[src/rtl/exe_stage_ctrl_pkg.sv]
// Shared EXE-stage constants: default multi-cycle occupancy and the width of the
// occupancy counter derived from it, so the neighbouring stage controllers agree.
package exe_stage_ctrl_pkg;

    // One extra bit beyond clog2 keeps MDU_CYCLES-1 representable for every legal value.
    function automatic int cnt_width(input int cycles);
        return $clog2(cycles) + 1;
    endfunction

    localparam int MDU_CYCLES_DEF = 4;
    localparam int CNT_W_DEF      = cnt_width(MDU_CYCLES_DEF);

endpackage

[src/rtl/exe_stage_ctrl_mdu_busy_counter.sv]
// Load/decrement/clear counter tracking the remaining EXE stall cycles of a
// multi-cycle instruction; zero marks the result as complete.
module exe_stage_ctrl_mdu_busy_counter
    import exe_stage_ctrl_pkg::*;
#(
    parameter int CNT_W = CNT_W_DEF
) (
    input  logic             clk,
    input  logic             rst_n,
    input  logic             clear,
    input  logic             load,
    input  logic [CNT_W-1:0] load_val,
    output logic [CNT_W-1:0] cnt,
    output logic             zero
);

    logic [CNT_W-1:0] cnt_d;
    logic [CNT_W-1:0] cnt_q;

    always_comb begin
        // NOTE: default assignment first so every path drives cnt_d and no latch is inferred.
        cnt_d = cnt_q;
        if (clear) begin
            cnt_d = '0;
        end else if (load) begin
            cnt_d = load_val;
        end else if (cnt_q != '0) begin
            cnt_d = cnt_q - CNT_W'(1);
        end
    end

    // NOTE: sequential state uses non-blocking assignments so all flops update together.
    always_ff @(posedge clk or negedge rst_n) begin
        if (!rst_n) begin
            cnt_q <= '0;
        end else begin
            cnt_q <= cnt_d;
        end
    end

    assign cnt  = cnt_q;
    assign zero = (cnt_q == '0);

endmodule

[src/rtl/exe_stage_ctrl.sv]
// EXE-stage valid/allowin controller: loads the EXE register, stalls for mul/div,
// presents exe_to_mem_valid and derives the forwarding / load-use flags for ID.
module exe_stage_ctrl
    import exe_stage_ctrl_pkg::*;
#(
    parameter int MDU_CYCLES = MDU_CYCLES_DEF,
    parameter int CNT_W      = CNT_W_DEF
) (
    input  logic             clk,
    input  logic             rst_n,
    input  logic             id_to_exe_valid,
    input  logic             exe_multi_in,
    input  logic             mem_allowin,
    input  logic             flush,
    input  logic             exe_rf_we,
    input  logic             exe_lw_instr,
    output logic             exe_allowin,
    output logic             exe_valid,
    output logic             exe_ready_go,
    output logic             exe_to_mem_valid,
    output logic [CNT_W-1:0] exe_busy_cnt,
    output logic             exe_fwd_valid,
    output logic             exe_load_hazard
);

    localparam logic [CNT_W-1:0] MDU_LOAD = CNT_W'(MDU_CYCLES - 1);

    logic             exe_valid_d;
    logic             exe_valid_q;
    logic             accept;
    logic [CNT_W-1:0] busy_load_val;

    assign exe_allowin      = !exe_valid_q || (exe_ready_go && mem_allowin);
    assign accept           = exe_allowin && id_to_exe_valid;
    assign exe_to_mem_valid = exe_valid_q && exe_ready_go;
    assign exe_fwd_valid    = exe_valid_q && exe_ready_go && exe_rf_we && !exe_lw_instr;
    assign exe_load_hazard  = exe_valid_q && exe_rf_we && exe_lw_instr;
    assign exe_valid        = exe_valid_q;

    // A single-cycle accept (or MDU_CYCLES==1) reloads zero, so the counter never leaves 0.
    assign busy_load_val = exe_multi_in ? MDU_LOAD : '0;

    always_comb begin
        exe_valid_d = exe_valid_q;
        if (flush) begin
            exe_valid_d = 1'b0;
        end else if (exe_allowin) begin
            exe_valid_d = id_to_exe_valid;
        end
    end

    always_ff @(posedge clk or negedge rst_n) begin
        if (!rst_n) begin
            exe_valid_q <= 1'b0;
        end else begin
            exe_valid_q <= exe_valid_d;
        end
    end

    // A bubble accept needs no explicit clear: the counter only runs while live,
    // and both flush and any accept leave it at zero unless a mul/div is loaded.
    exe_stage_ctrl_mdu_busy_counter #(
        .CNT_W (CNT_W)
    ) u_busy_cnt (
        .clk      (clk),
        .rst_n    (rst_n),
        .clear    (flush),
        .load     (accept),
        .load_val (busy_load_val),
        .cnt      (exe_busy_cnt),
        .zero     (exe_ready_go)
    );

endmodule

[config.mk]
export PLATFORM = sky130hd
export DESIGN_NAME = exe_stage_ctrl
export DESIGN_NICKNAME = d
export VERILOG_FILES = /design/src/rtl/exe_stage_ctrl_pkg.sv /design/src/rtl/exe_stage_ctrl_mdu_busy_counter.sv /design/src/rtl/exe_stage_ctrl.sv
export SDC_FILE = /design/constraint.sdc
export NUM_CORES = 1
export LEC_CHECK = 0
export BUFFER_PORTS_ARGS = -buffer_cell sky130_fd_sc_hd__clkbuf_2
export CORE_AREA = 10 10 47 49
export CTS_CLUSTER_SIZE = 16
export DETAILED_ROUTE_END_ITERATION = 10
export DIE_AREA = 0 0 57 59
export PLACE_DENSITY_LB_ADDON = 0.15
export SLEW_MARGIN = 20
export SYNTH_ARGS = -nofsm -noshare
export SYNTH_HDL_FRONTEND = slang
export SYNTH_SLANG_ARGS = --single-unit
[constraint.sdc]
create_clock -name clk -period 1.7 [get_ports clk]
set_input_delay 0.255 -clock clk [delete_from_list [all_inputs] [get_ports clk]]
set_output_delay 0.255 -clock clk [all_outputs]
set_load 0.05 [all_outputs]
==> results of run 1 <==
## final cells by class
type / count / area [µm²]
multi-input combinational: 17 / 160.2
fill: 159 / 949.7
inverter: 4 / 15.01
clock buffer: 4 / 26.28
sequential: 4 / 103.9
timing repair buffer: 19 / 126.4
tap: 16 / 20.02
## timing repair
action | 4_1_cts | 5_1_grt
hold endpoints to repair | 4 | 0
hold buffers | 1 | 0
resized for setup | 5 | 1
setup buffers | 0 | 2
setup endpoints to repair | 3 | 3
pin swaps | 0 | 0
## power by group through the flow
stage	Sequential, µW	Combinational, µW	Clock (µW)
floorplan	241	370	0
global placement	151	517	0
detailed placement	151	527	0
CTS	150	546	137
global route	155	624	142
finish	150	575	129
## cells by family after synthesis
logic type / after synthesis / share of synthesized area
xor gates and xnor gates: 1 / 0.03350
buffers and inverters: 5 / 0.1005
and+or+nand+nor: 8 / 0.2106
DFF: 4 / 0.3828
AOI/OAI and AO/OA: 6 / 0.1770
adders and majority gates: 2 / 0.09568
## placed cells by master (no fill, tap or decap), types with 2 or more instances in the layout
cell and instances:
sky130_fd_sc_hd__clkbuf_2 13, sky130_fd_sc_hd__clkbuf_4 4, sky130_fd_sc_hd__a21oi_1 3, sky130_fd_sc_hd__dfrtp_2 3
sky130_fd_sc_hd__inv_1 2, sky130_fd_sc_hd__inv_2 2, sky130_fd_sc_hd__o31ai_1 2, sky130_fd_sc_hd__nor2_1 2
sky130_fd_sc_hd__ha_4 2, sky130_fd_sc_hd__buf_4 2
## worst max-delay path, stage by stage, from the launching register on
cell	delay, ns
sky130_fd_sc_hd__dfrtp_2	0.42
sky130_fd_sc_hd__inv_2	0.07
sky130_fd_sc_hd__ha_4	0.13
sky130_fd_sc_hd__ha_4	0.15
sky130_fd_sc_hd__and4b_2	0.23
sky130_fd_sc_hd__buf_8	0.14
## per-layer routing
metal	up-vias	wire length [µm]	GRT usage
li1	132	-	-
met1	113	274	0.04415
met2	7	432	0.07752
met3	0	63	0.02146
met4	0	0	0.05034
met5	-	0	0
## through the flow
| stage | std cells | setup TNS [ns] | hold WS, ns | setup WS (ns) | power (µW) |
|---|---|---|---|---|---|
| after floorplan | 26 | -0.4511 | -0.04059 | -0.1506 | 610.7 |
| after CTS | 62 | -0.02164 | 0.2328 | -0.02164 | 833.2 |
| after global routing | 64 | -0.0003554 | 0.2585 | -0.0003554 | 920.6 |
| after global placement | 57 | 0 | 0.06529 | 0.1719 | 667.9 |
| final | 64 | 0 | 0.2393 | 0.05125 | 853.4 |
| after detailed placement | 57 | 0 | 0.06711 | 0.1595 | 677.8 |
## sequential cells by signal, indices dropped and copies added, names as in the netlist
signal	cells
u_busy_cnt.cnt	3
exe_valid	1
## how the worst max path moves through the flow
stage | startpoint | to | slack, ns | cells after the start
5_1_grt | u_busy_cnt.cnt[0]$_DFFE_PN0P_ | exe_fwd_valid | -0.0004 | 5
3_5_place_dp | u_busy_cnt.cnt[0]$_DFFE_PN0P_ | exe_fwd_valid | 0.16 | 5
2_1_floorplan | u_busy_cnt.cnt[0]$_DFFE_PN0P_ | u_busy_cnt.cnt[0]$_DFFE_PN0P_ | -0.15 | 7
6_report | u_busy_cnt.cnt[0]$_DFFE_PN0P_ | exe_fwd_valid | 0.05 | 5
4_1_cts | u_busy_cnt.cnt[0]$_DFFE_PN0P_ | exe_fwd_valid | -0.02 | 5
3_3_place_gp | u_busy_cnt.cnt[0]$_DFFE_PN0P_ | exe_fwd_valid | 0.17 | 5
==> impl_metrics.py, run 1 <==
metrics = {
    "pwr": {
        "seq_power_share": 0.175,
        "p_int_uw": 429.5,
        "net-switching-power_uw": 423.9,
        "share_clk_of_total_power": 0.151,
        "total_leakage_power_uw": 0.0002229,
        "power.share.combinational": 0.674,
        "p_per_area_nw_per_um2": 1889,
        "sw_frac_of_total": 0.4967,
        "power.ir.vdd_worst_mv": 0.5696,
    },
    "finish": {
        "area_growth_pct": 72.73,
        "drive_above_1_share": 0.6667,
        "area_of_all_placed_cells_without_fillers_um2": 451.7,
        "finish.net_count": 59,
        "finalCoreUtilization": 0.3223,
        "diodes": 0,
    },
    "global_route": {
        "vias_in_the_first_global_route": 295,
        "grt_util_all_layers": 0.04848,
        "grt_overflow_total": 0,
        "grt_max_degree": 10,
        "grt_first_pass_wirelength_um": 1248,
        "grt_antenna_before_repair": 0,
    },
    "yosys": {
        "synth.cells.most_frequent": "4 x sky130_fd_sc_hd__dfrtp_1, 4 x sky130_fd_sc_hd__inv_1, 3 x sky130_fd_sc_hd__a21oi_1",
        "synth_cell_types": 15,
        "synth.top_cells.by_area": "sky130_fd_sc_hd__dfrtp_1 38%, sky130_fd_sc_hd__ha_1 9.6%, sky130_fd_sc_hd__a21bo_4 6.2%",
        "netlist.area_leader.share": 0.3828,
        "synth-seq-cells": 4,
        "synth.avg_cell_area_um2": 10.06,
        "synth_flop_cell": "sky130_fd_sc_hd__dfrtp_1",
        "cell_type_contributing_the_most_total_cell_area_after_synthesis": "sky130_fd_sc_hd__dfrtp_1",
        "synthesis_warnings": 0,
        "synth.yosys.seq_area_share": 0.3828,
        "async_flop_share": 1.000,
        "post_synth_instance_area_um2": 261.5,
        "synth_nets": 36,
        "netlist_instances": 26,
        "synth_enable_flop_cells": 0,
    },
    "worst_hold_path": {
        "hold_path_startpoint": "flush",
        "worstHoldPathType": "input pin to flip-flop",
        "hold-path-cell-count": 2,
        "timing.hold.worst_endpoint": "exe_valid$_DFFE_PN0P_",
    },
    "detailed_routing": {
        "vias_post_dr": 252,
        "post-route-drc-count": 0,
        "number_of_drc_violations_after_detailed_routing_iteration_0": 3,
        "drt_pre_antenna_iters": 2,
        "number_of_nets_with_antenna_violations_after_routing": 0,
        "wl_um": 771,
        "vias_per_std_cell": 3.938,
        "wire_length_per_cell_after_detailed_routing_um": 12.05,
    },
    "worst_setup_path": {
        "critPathMaxFanout": 6,
        "timing.reg2reg.worst_path_depth": 6,
        "capture_point_of_the_worst_reg_to_reg_path": "u_busy_cnt.cnt[0]$_DFFE_PN0P_",
        "register_to_register_setup_slack_ns": 0.22,
        "setup.worst_path.end_class": "primary output",
        "critical_path_required_ns": 1.44,
        "critical_path_class": "flip-flop to primary output",
        "cp_data_arrival_time_ns": 1.39,
        "reg2reg_from": "u_busy_cnt.cnt[0]$_DFFE_PN0P_",
        "critical_path.startpoint_type": "flip-flop",
    },
    "clock_tree": {
        "cts_buffers": 3,
        "clock_path_buffers": 2,
        "clock_tree.root_cell": "sky130_fd_sc_hd__clkbuf_4",
        "tritoncts": "built",
        "sink_count_of_the_clock_tree": 4,
        "path_clk_slew_ns": 0.04,
        "clkLatencyLatePin_ns": 0.23,
        "cts_max_level": 1,
    },
    "floorplan": {
        "ios": 17,
        "fp.dieArea_um2": 3363,
        "fp.coreArea_um2": 1401,
        "floorplan.die.height_um": 59,
        "initial_core_util": 0.1866,
        "row_count": 14,
        "die_x_um": 57,
    },
    "sta": {
        "maxSlewHeadroom": 0.8090,
        "maxSlewViolCount": 0,
        "period_share": 0.9699,
        "layout_min_cycle_time_ns": 1.649,
        "final-setup-viol-count": 0,
        "transition_time_at_the_pin_with_the_least_slew_margin_ns": 0.2878,
        "maxClockFrequency_mhz": 606.5,
        "fin_skew_ns": 0.003310,
        "finalHoldViolations": 0,
    },
    "flow_run": {
        "maxCapViolCount": 0,
    },
    "placed_design": {
        "placed_area_um2": 379.1,
        "place_congestion": 0.6235,
        "buffer_ports.inserted": 16,
    },
    "status": {
        "status": "complete, no violations",
    },
}
Note: power is estimated with default switching activity, not from simulation.
==> run 2, diff against run 1 <==
--- a/config.mk
+++ b/config.mk
@@ -10,7 +10,7 @@
 export CTS_CLUSTER_SIZE = 16
 export DETAILED_ROUTE_END_ITERATION = 10
 export DIE_AREA = 0 0 57 59
-export PLACE_DENSITY_LB_ADDON = 0.15
+export PLACE_DENSITY = 0.55
 export SLEW_MARGIN = 20
 export SYNTH_ARGS = -nofsm -noshare
 export SYNTH_HDL_FRONTEND = slang
==> run 2 against run 1 <==
Against the previous run:
- cell area rose by 5.0%
- routed wire length fell by 4.9%
- via count rose by 8.7%
- combinational power rose by 9.9%
==> impl_metrics.py, run 2 (synthesis results as in run 1) <==
metrics = {
    "finish": {
        "layout_common_cells": "13 x sky130_fd_sc_hd__clkbuf_2, 5 x sky130_fd_sc_hd__buf_4, 4 x sky130_fd_sc_hd__clkbuf_4, 3 x sky130_fd_sc_hd__a21oi_1, 3 x sky130_fd_sc_hd__dfrtp_2",
        "area_growth_pct": 81.34,
        "drive_above_1_share": 0.6863,
        "area_of_all_placed_cells_without_fillers_um2": 474.2,
        "flip_flop_count_of_the_largest_register_after_layout": 3,
        "finalNonFillerCells": 67,
        "finalCoreUtilization": 0.3384,
        "diodes": 0,
        "layout.cells.most_common": "sky130_fd_sc_hd__clkbuf_2",
        "finish.net_count": 62,
    },
    "global_route": {
        "grt_util_all_layers": 0.04083,
        "grt_max_degree": 10,
        "grt.met1_usage": 0.04096,
        "grt_antenna_before_repair": 0,
        "vias_in_the_first_global_route": 259,
        "grt_first_pass_wirelength_um": 1069,
        "grt_overflow_total": 0,
        "top_usage_layer": "met2",
        "globalRouteMet3Util": 0.03648,
        "grt_use_met2": 0.05271,
    },
    "worst_setup_path": {
        "critical_path.startpoint_type": "flip-flop",
        "critical_path_required_ns": 1.44,
        "register_to_register_setup_slack_ns": 0.25,
        "cp_data_arrival_time_ns": 1.40,
        "timing.reg2reg.worst_path_depth": 7,
        "setup.worst_path.end_class": "primary output",
        "critical_path_class": "flip-flop to primary output",
        "critPathMaxFanout": 5,
    },
    "placed_design": {
        "placed_area_um2": 379.1,
        "hpwlAfterDp_um": 581.4,
        "buffer_ports.inserted": 16,
        "place_worst_setup_slack_ns": 0.1555,
        "post-place-cells": 57,
        "place_congestion": 0.6174,
    },
    "sta": {
        "maxSlewViolCount": 0,
        "finalHoldViolations": 0,
        "maxSlewHeadroom": 0.8136,
        "final-setup-viol-count": 0,
        "maxClockFrequency_mhz": 602.8,
        "transition_time_at_the_pin_with_the_least_slew_margin_ns": 0.2808,
        "fin_skew_ns": 0.006332,
        "layout_min_cycle_time_ns": 1.659,
        "layout_setup_ws_ns": 0.04117,
        "fin_hold_ws_ns": 0.2319,
        "period_share": 0.9758,
    },
    "pwr": {
        "p_per_area_nw_per_um2": 1931,
        "power.ir.vdd_worst_mv": 0.4454,
        "total_leakage_power_uw": 0.0002375,
    },
    "worst_hold_path": {
        "worstHoldPathType": "input pin to flip-flop",
        "hold-path-cell-count": 2,
    },
    "flow_run": {
        "maxCapViolCount": 0,
    },
    "floorplan": {
        "fp.dieArea_um2": 3363,
        "die_x_um": 57,
        "initial_core_util": 0.1866,
        "fp.coreArea_um2": 1401,
        "floorplan.die.height_um": 59,
        "row_count": 14,
        "ios": 17,
    },
    "detailed_routing": {
        "number_of_drc_violations_after_detailed_routing_iteration_0": 3,
        "post-route-drc-count": 0,
        "wire_length_per_cell_after_detailed_routing_um": 10.94,
        "number_of_nets_with_antenna_violations_after_routing": 0,
        "vias_post_dr": 274,
        "drt_pre_antenna_iters": 2,
        "vias_per_std_cell": 4.090,
        "wl_um": 733,
    },
    "clock_tree": {
        "path_clk_slew_ns": 0.04,
        "clock_tree.root_cell": "sky130_fd_sc_hd__clkbuf_4",
        "tritoncts": "built",
        "cts_max_level": 1,
        "sink_count_of_the_clock_tree": 4,
        "clock_path_buffers": 2,
        "cts_buffers": 3,
        "clkLatencyLatePin_ns": 0.24,
    },
    "status": {
        "status": "complete, no violations",
    },
}
## run 2: cell types whose count changed in the layout (fill, tap and decap cells not counted), sizes merged
cell / before / now
buf: 3 / 6
## run 2: cell type report
cell class	count	area, µm²
Sequential cell	4	103.9
Tap cell	16	20.02
Fill cell	156	927.1
Timing Repair Buffer	22	148.9
Clock buffer	4	26.28
Multi-Input combinational cell	17	160.2
Inverter	4	15.01
## run 2: routing by layer
layer  share of wire  vias up  wire, µm
met2            0.47       14       346
li1                -      139         -
met1            0.38      121       277
met3            0.15        0       110
met5               0        -         0
met4               0        0         0
## run 2: repair_timing
item,CTS,global route
buffers inserted,0,5
endpoints found under the hold margin,4,0
endpoints found under the setup margin,3,3
pin swaps,0,0
resized for setup,5,1
hold buffers,1,0
## run 2: final timing paths
kind | from | end
hold / removal | flush | exe_valid$_DFFE_PN0P_
min in group asynchronous | rst_n | u_busy_cnt.cnt[0]$_DFFE_PN0P_
max in group asynchronous | rst_n | u_busy_cnt.cnt[2]$_DFFE_PN0P_
setup reg to reg | u_busy_cnt.cnt[0]$_DFFE_PN0P_ | u_busy_cnt.cnt[0]$_DFFE_PN0P_
hold reg to reg | u_busy_cnt.cnt[2]$_DFFE_PN0P_ | u_busy_cnt.cnt[2]$_DFFE_PN0P_
setup / recovery | u_busy_cnt.cnt[0]$_DFFE_PN0P_ | exe_allowin
## run 2: stage by stage
step / total power [µW] / TNS (ns)
2_1_floorplan: 610.7 / -0.4511
3_3_place_gp: 667.6 / 0
3_5_place_dp: 675.6 / 0
4_1_cts: 827.8 / -0.02139
5_1_grt: 979.6 / -0.004342
6_report: 915.6 / 0
## run 2: worst max-delay path, cell delays in order (launching register included)
cell and delay, ns:
sky130_fd_sc_hd__dfrtp_2 0.39, sky130_fd_sc_hd__inv_2 0.05, sky130_fd_sc_hd__ha_4 0.16, sky130_fd_sc_hd__ha_4 0.17
sky130_fd_sc_hd__a21bo_4 0.22, sky130_fd_sc_hd__clkbuf_8 0.17
## run 2: where the power goes
group	switching (µW)	leakage (µW)	total, µW	internal (µW)
registers	25.4	0.0000480	151	126
logic	371	0.000174	632	261
clock network	43.9	0.0000150	132	88.4
==> run 3, diff against run 2 <==
--- a/config.mk
+++ b/config.mk
@@ -10,7 +10,6 @@
 export CTS_CLUSTER_SIZE = 16
 export DETAILED_ROUTE_END_ITERATION = 10
 export DIE_AREA = 0 0 57 59
-export PLACE_DENSITY = 0.55
 export SLEW_MARGIN = 20
 export SYNTH_ARGS = -nofsm -noshare
 export SYNTH_HDL_FRONTEND = slang
==> run 3 against run 2 <==
Against the previous run:
- sequential share of layout area up 1.1 points
- cell area down 4.7%
- non-clock buffer count down 3
- largest cell class unchanged
- hold slack better by 0.00076 ns
- clock power about the same
- routed wire length down 3.8%
- critical path depth unchanged
- die area unchanged
- global-route usage up 0.41 points
- register-to-register slack about the same
- clock-buffer cell count unchanged
- combinational power down 10%
- largest power group unchanged
==> impl_metrics.py, run 3 (synthesis results as in run 1) <==
metrics = {
    "worst_hold_path": {
        "hold_path_startpoint": "flush",
        "worstHoldPathType": "input pin to flip-flop",
    },
    "clock_tree": {
        "sink_count_of_the_clock_tree": 4,
        "clkLatencyLatePin_ns": 0.24,
        "path_clk_slew_ns": 0.04,
        "tritoncts": "built",
        "clock_path_buffers": 2,
        "cts_buffers": 3,
        "cts_max_level": 1,
        "clock_tree.root_cell": "sky130_fd_sc_hd__clkbuf_4",
    },
    "global_route": {
        "grt_util_all_layers": 0.04496,
        "grt_max_degree": 10,
        "grt_antenna_before_repair": 0,
        "grt_first_pass_wirelength_um": 1179,
        "grt_overflow_total": 0,
        "vias_in_the_first_global_route": 288,
    },
    "detailed_routing": {
        "number_of_nets_with_antenna_violations_after_routing": 0,
        "number_of_drc_violations_after_detailed_routing_iteration_0": 8,
        "post-route-drc-count": 0,
        "drt_pre_antenna_iters": 3,
        "vias_post_dr": 266,
        "wl_um": 705,
        "wire_length_per_cell_after_detailed_routing_um": 11.02,
        "vias_per_std_cell": 4.156,
    },
    "sta": {
        "final-setup-viol-count": 0,
        "transition_time_at_the_pin_with_the_least_slew_margin_ns": 0.2853,
        "period_share": 0.9570,
        "layout_setup_ws_ns": 0.07307,
        "rsz0062_at_grt": "true",
        "maxSlewHeadroom": 0.8106,
        "layout_min_cycle_time_ns": 1.627,
        "maxSlewViolCount": 0,
        "fin_skew_ns": 0.003022,
        "finalHoldViolations": 0,
        "maxClockFrequency_mhz": 614.7,
    },
    "finish": {
        "area_growth_pct": 72.73,
        "layout_common_cells": "13 x sky130_fd_sc_hd__clkbuf_2, 4 x sky130_fd_sc_hd__clkbuf_4, 3 x sky130_fd_sc_hd__a21oi_1, 3 x sky130_fd_sc_hd__dfrtp_2",
        "diodes": 0,
        "ff_latch_area_um2": 103.9,
        "finish.net_count": 59,
        "final.fill_count": 172,
        "multi_input_comb_area_um2": 160.2,
        "layout.cells.most_common": "sky130_fd_sc_hd__clkbuf_2",
        "finalCoreUtilization": 0.3223,
        "flip_flop_count_of_the_largest_register_after_layout": 3,
        "drive_above_1_share": 0.6667,
    },
    "placed_design": {
        "place_worst_setup_slack_ns": 0.1575,
        "place_congestion": 0.6281,
        "buffer_ports.inserted": 16,
    },
    "pwr": {
        "total_leakage_power_uw": 0.0002233,
        "p_per_area_nw_per_um2": 1867,
        "power.ir.vdd_worst_mv": 0.4652,
    },
    "worst_setup_path": {
        "critical_path_class": "flip-flop to primary output",
        "reg2reg_from": "u_busy_cnt.cnt[1]$_DFFE_PN0P_",
        "crit_path_start": "u_busy_cnt.cnt[1]$_DFFE_PN0P_",
        "setup.worst_path.end_class": "primary output",
        "critical_path.startpoint_type": "flip-flop",
        "cp_data_arrival_time_ns": 1.37,
        "critPathMaxFanout": 6,
        "critical_path_required_ns": 1.44,
    },
    "flow_run": {
        "maxCapViolCount": 0,
    },
    "floorplan": {
        "fp.coreArea_um2": 1401,
        "die_x_um": 57,
        "ios": 17,
        "initial_core_util": 0.1866,
        "floorplan.die.height_um": 59,
        "row_count": 14,
        "fp.dieArea_um2": 3363,
    },
    "status": {
        "status": "complete, no violations",
    },
}
-- run 3: cell count changes in the layout (fill, tap and decap cells not counted), sizes merged --
cell,previous run,this run
buf,6,3
-- run 3: report_power, final --
part | switching (µW) | internal (µW)
clock network | 41.2 | 88.2
registers | 19.5 | 126
logic | 361 | 207
-- run 3: path summary, 6_finish.rpt --
check                           slack [ns]  cells after the start                            end
worst min register to register        0.59                      2  u_busy_cnt.cnt[2]$_DFFE_PN0P_
worst max register to register        0.26                      6  u_busy_cnt.cnt[1]$_DFFE_PN0P_
worst min-delay path                  0.23                      2          exe_valid$_DFFE_PN0P_
max in group asynchronous             1.20                      2  u_busy_cnt.cnt[2]$_DFFE_PN0P_
worst max-delay path                  0.07                      5                  exe_fwd_valid
min in group asynchronous             0.36                      2  u_busy_cnt.cnt[0]$_DFFE_PN0P_
-- run 3: area by class of cell --
type                    instances  share of cell area
clock buffers                   4             0.05817
inverters                       4             0.03324
multi-input cells              17              0.3546
flip-flops and latches          4              0.2299
well taps                      16             0.04432
repair buffers                 19              0.2798
-- run 3: what timing repair did --
action	in CTS	in global routing
setup endpoints to repair	3	3
endpoints found under the hold margin	4	0
hold buffers	1	0
gates resized for setup	5	1
cloned	0	0
buffers inserted	0	2
-- run 3: per-layer routing --
| metal | vias up | global-route usage | share of wire |
|---|---|---|---|
| li1 | 133 | - | - |
| met5 | - | 0 | 0 |
| met3 | 2 | 0.02361 | 0.070 |
| met4 | 0 | 0.03020 | 0.020 |
| met1 | 122 | 0.04281 | 0.38 |
| met2 | 9 | 0.07442 | 0.53 |
-- run 3: worst max-delay path: stages (launching register included) --
cell	delay [ns]
sky130_fd_sc_hd__dfrtp_2	0.41
sky130_fd_sc_hd__inv_2	0.07
sky130_fd_sc_hd__ha_4	0.12
sky130_fd_sc_hd__ha_4	0.15
sky130_fd_sc_hd__and4b_2	0.24
sky130_fd_sc_hd__buf_8	0.15
-- run 3: per-stage QoR --
step / instances / power, µW / setup TNS, ns / cell area (µm²) / hold slack [ns]
after global routing: 64 / 913.9 / -0.004915 / 451.7 / 0.2389
after detailed placement: 57 / 680.0 / 0 / 379.1 / 0.06633
final: 64 / 843.4 / 0 / 451.7 / 0.2327
after CTS: 62 / 830.2 / -0.01590 / 435.4 / 0.2262
after floorplan: 26 / 610.7 / -0.4511 / 290.3 / -0.04059
after global placement: 57 / 667.8 / 0 / 379.1 / 0.06346
